File: config.mk
export PLATFORM = sky130hd
export DESIGN_NAME = prbs31_window_mon
export DESIGN_NICKNAME = d
export VERILOG_FILES = /design/src/rtl/prbs_pkg.sv /design/src/rtl/prbs31_window_mon.sv
export SDC_FILE = /design/constraint.sdc
export NUM_CORES = 1
export LEC_CHECK = 0
export ABC_AREA = 1
export ABC_CLOCK_PERIOD_IN_PS = 1400
export CORE_UTILIZATION = 49
export CTS_CLUSTER_DIAMETER = 40
export DETAILED_ROUTE_END_ITERATION = 10
export PLACE_DENSITY = 0.68
export SYNTH_ARGS = -nofsm -noshare
export SYNTH_HDL_FRONTEND = slang
export SYNTH_SLANG_ARGS = --single-unit
File: constraint.sdc
create_clock -name clk -period 1.4 [get_ports clk]
set_clock_uncertainty 0.15 [all_clocks]
set_input_delay 0.21 -clock clk [delete_from_list [all_inputs] [get_ports clk]]
set_output_delay 0.21 -clock clk [all_outputs]
set_load 0.005 [all_outputs]
File: src/rtl/prbs_pkg.sv
// Shared PRBS31 constants and types, used by both the generator and the checker
// so that both ends agree on the polynomial taps.
package prbs_pkg;

    localparam int LFSR_W    = 31;
    localparam int TAP_A     = 30;
    localparam int TAP_B     = 27;
    localparam int ERR_CNT_W = 16;

    typedef enum logic {
        ST_SEARCH = 1'b0,
        ST_LOCKED = 1'b1
    } chk_state_t;

    // x^31 + x^28 + 1 with s[0] newest: the next bit is s[30] ^ s[27].
    function automatic logic prbs_predict(input logic [LFSR_W-1:0] s);
        return s[TAP_A] ^ s[TAP_B];
    endfunction

endpackage

File: src/rtl/prbs31_window_mon.sv
// Loss-of-lock monitor: counts valid bits and errors over a fixed window and
// flags loss of lock when the error count reaches the threshold inside one window.
module prbs31_window_mon
    import prbs_pkg::*;
#(
    parameter int WINDOW      = 256,
    parameter int LOSS_THRESH = 16
) (
    input  logic clk,
    input  logic rst_n,
    input  logic restart,
    input  logic bit_valid,
    input  logic bit_err,
    output logic lose
);

    localparam int WW = $clog2(WINDOW);
    localparam int EW = $clog2(LOSS_THRESH + 1);
    localparam logic [WW-1:0] WIN_LAST = WW'(WINDOW - 1);
    localparam logic [EW-1:0] ERR_LAST = EW'(LOSS_THRESH - 1);

    logic [WW-1:0] win_cnt;
    logic [EW-1:0] err_cnt;
    logic          win_end;

    // Loss is decided on the error bit itself, so it beats a coincident window wrap.
    assign lose    = bit_valid && bit_err && (err_cnt == ERR_LAST);
    assign win_end = bit_valid && (win_cnt == WIN_LAST);

    always_ff @(posedge clk or negedge rst_n) begin
        if (!rst_n) begin
            win_cnt <= '0;
            err_cnt <= '0;
        end else if (restart || lose || win_end) begin
            win_cnt <= '0;
            err_cnt <= '0;
        end else if (bit_valid) begin
            win_cnt <= win_cnt + 1'b1;
            err_cnt <= err_cnt + EW'(bit_err);
        end
    end

endmodule

==> impl_metrics.env <==
export IMPL_violations="setup timing"
export IMPL_cts_max_path_buffers=2
export IMPL_synth_mux_area_frac=0
export IMPL_ys_warnings_count=0
export IMPL_worstSetupPathType="reg2reg"
export IMPL_insertion_delay_ps=270
export IMPL_synth_simple_gate_area_frac=0.375
export IMPL_grt_ovfl_total=0
export IMPL_htree_num_levels=1
export IMPL_finalHoldViolCount=0
export IMPL_worstSetupEndpointType="flip-flop"
export IMPL_grt_max_degree=14
export IMPL_setup_tns_ps=-455
export IMPL_viasPerCell=5.05
export IMPL_rsz0062_at_grt="true"
export IMPL_post_synth_num_cell_types=15
export IMPL_dp_hpwl_um=1180
export IMPL_synth_seq_cells=13
export IMPL_placed_area_um2=985
export IMPL_crit_fanout=7
export IMPL_cts_buffers_inserted=3
export IMPL_core_area_mm2=0.00137
export IMPL_areaGrowthSynthToFinish_pct=53.8
export IMPL_ys_seq_area_frac=0.433
export IMPL_hold_buffers=0
export IMPL_fin_ws_ps=-80.7
export IMPL_die_height_um=41.1
export IMPL_max_clock_freq_ghz=0.675
export IMPL_synth_top_family_by_area="simple AND/OR/NAND/NOR gates"
export IMPL_fin_area_mm2=0.00115
export IMPL_place_congestion=0.775
export IMPL_cp_data_arrival_time_ps=1490
export IMPL_drtAntennaViolNets=0
export IMPL_p_leak_nw=0.601
export IMPL_synth_compound_area_frac=0.00667
export IMPL_pin_count=6
export IMPL_setup_viol=12
export IMPL_synth_xor_area_frac=0.0700
export IMPL_die_width_um=41.1
export IMPL_synth_fp_nets=107
export IMPL_cap_violations=0
export IMPL_drive_above_1_share=0.434
export IMPL_vias=763
export IMPL_antenna_found_initial=0
export IMPL_period_share=1.06
export IMPL_placementRows=13
export IMPL_drc=0
export IMPL_grt_pass1_wl_um=2640
export IMPL_power_density_mw_per_mm2=633
export IMPL_grt_pass1_vias=610
export IMPL_instances_no_fill=151
export IMPL_worst_pin_slew_ps=184
export IMPL_cp_required_ps=1410
export IMPL_start_util=0.549
export IMPL_synth_area_um2=751
export IMPL_io_buffers=5
export IMPL_tritoncts="built"
export IMPL_dp_cells=142
export IMPL_wirelength_um=2000
export IMPL_post_route_util=0.845
export IMPL_avgRoutedWirePerCell_um=13.3
export IMPL_antenna_cells=0
export IMPL_start_kind="flip-flop"
export IMPL_max_vdd_ir_drop_mv=0.631
export IMPL_dr_pass1_iters=4
export IMPL_syn_avg_cell_area_um2=7.58
export IMPL_hp_class="in2async"
export IMPL_cts_sinks=13
export IMPL_syn_inst=99
export IMPL_drt_iter0_drc=10
export IMPL_fin_nets=145
export IMPL_globalRouteTotalUtil=0.251
export IMPL_root_buffer="clkbuf_4"
export IMPL_die_area_mm2=0.00169
export IMPL_slew_headroom=0.877
export IMPL_period_needed_ps=1480
export IMPL_finalMaxSlewViolations=0
export IMPL_r2r_slack_ps=-80
export IMPL_synth_fa_ha_area_frac=0.0500
export IMPL_outcome="complete, but fails checks"
export IMPL_clk_pin_slew_ps=80
export IMPL_dp_slack_ps=-525
[registers in the layout, indices dropped and copies added (netlist names)]
name and flops:
win_cnt 8, err_cnt 5
[report_power, final]
part | internal [mW] | switching (mW)
clock network | 0.110 | 0.124
registers | 0.383 | 0.00475
logic | 0.0521 | 0.0567
total | 0.546 | 0.186
[through the flow]
stage / power (mW) / hold WS (ps)
6_report: 0.731 / 100
5_1_grt: 0.762 / 126
4_1_cts: 0.722 / 106
3_5_place_dp: 0.479 / 400
3_3_place_gp: 0.477 / 386
2_1_floorplan: 0.431 / -236
[critical path, cell delays in order, from the launching register on]
cell and delay [ps]:
dfrtp_1 360, nand2_1 60, nor2_1 140, nand2_2 80
buf_6 120, buf_6 110, nand2_4 60, nor2_4 40
buf_6 130, nand2_1 70, nand2_1 60
[cells by family (layout without fill, tap and decap cells)]
logic type / count (synthesis) / count (layout)
AO/OA/AOI/OAI: 1 / 1
XOR/XNOR: 6 / 6
adder cells (fa/ha/maj): 3 / 3
buffers and inverters: 9 / 45
flip-flops: 13 / 13
AND/OR/NAND/NOR: 67 / 68
[per-layer routing]
| metal | share of wire | vias up | wire length, um | global-route usage |
|---|---|---|---|---|
| met4 | 0.0060 | 0 | 12 | 0.0806 |
| met1 | 0.47 | 364 | 932 | 0.333 |
| li1 | - | 384 | - | - |
| met3 | 0.031 | 2 | 63 | 0.0598 |
| met5 | 0 | - | 0 | 0 |
| met2 | 0.50 | 13 | 991 | 0.398 |
[path summary, 6_finish.rpt]
kind                                              from  cells past startpoint                     end
worst max-delay path            err_cnt[0]$_DFFE_PN0P_                     10  win_cnt[7]$_DFFE_PN0P_
worst min-delay path                             rst_n                      2  err_cnt[0]$_DFFE_PN0P_
worst max register to register  err_cnt[0]$_DFFE_PN0P_                     10  win_cnt[7]$_DFFE_PN0P_
worst min register to register  win_cnt[4]$_DFFE_PN0P_                      3  win_cnt[4]$_DFFE_PN0P_
max in group asynchronous                        rst_n                      2  err_cnt[1]$_DFFE_PN0P_
min in group clk                               bit_err                      4  err_cnt[0]$_DFFE_PN0P_
[cells in the final DEF, fill, tap and decap left out, types with 2 or more instances in the layout]
master | netlist | layout
nor3_2 | 0 | 2
nor2_4 | 0 | 4
dlygate4sd2_1 | 0 | 2
nand3_2 | 0 | 3
buf_6 | 2 | 4
clkbuf_4 | 0 | 3
ha_2 | 0 | 2
nor2_1 | 8 | 6
nand3_1 | 7 | 4
inv_1 | 7 | 7
nand2_1 | 43 | 34
xnor2_1 | 2 | 2
dfrtp_1 | 13 | 13
nor2_2 | 3 | 2
nand2_2 | 2 | 10
clkdlybuf4s50_1 | 0 | 2
buf_4 | 0 | 25
xor2_1 | 4 | 4
[what timing repair did]
item / CTS / global route
gates resized for setup: 15 / 21
endpoints found under the setup margin: 12 / 14
pin swaps: 6 / 8
cloned: 1 / 0
setup buffers: 2 / 4
[synthesized netlist by cell type]
master    n  area share
nand4_1   1      0.0083
nor3b_1   1       0.010
xor2_1    4       0.047
nor3_1    2       0.013
nand3_1   7       0.047
nor2_2    3       0.025
ha_1      3       0.050
inv_1     7       0.035
nand2_1  43        0.21
dfrtp_1  13        0.43
nand2_2   2       0.017
xnor2_1   2       0.023
nor2_1    8       0.040
a21oi_1   1      0.0067
buf_6     2       0.030
[final cells by class]
class,instances,area [um2]
multi-input cells,78,483
flip-flops and latches,13,325
repair buffers,34,275
fillers,83,211
clock buffers,4,26.3
inverters,7,26.3
well taps,15,18.8
No activity file was read; power rests on OpenSTA's default activity.
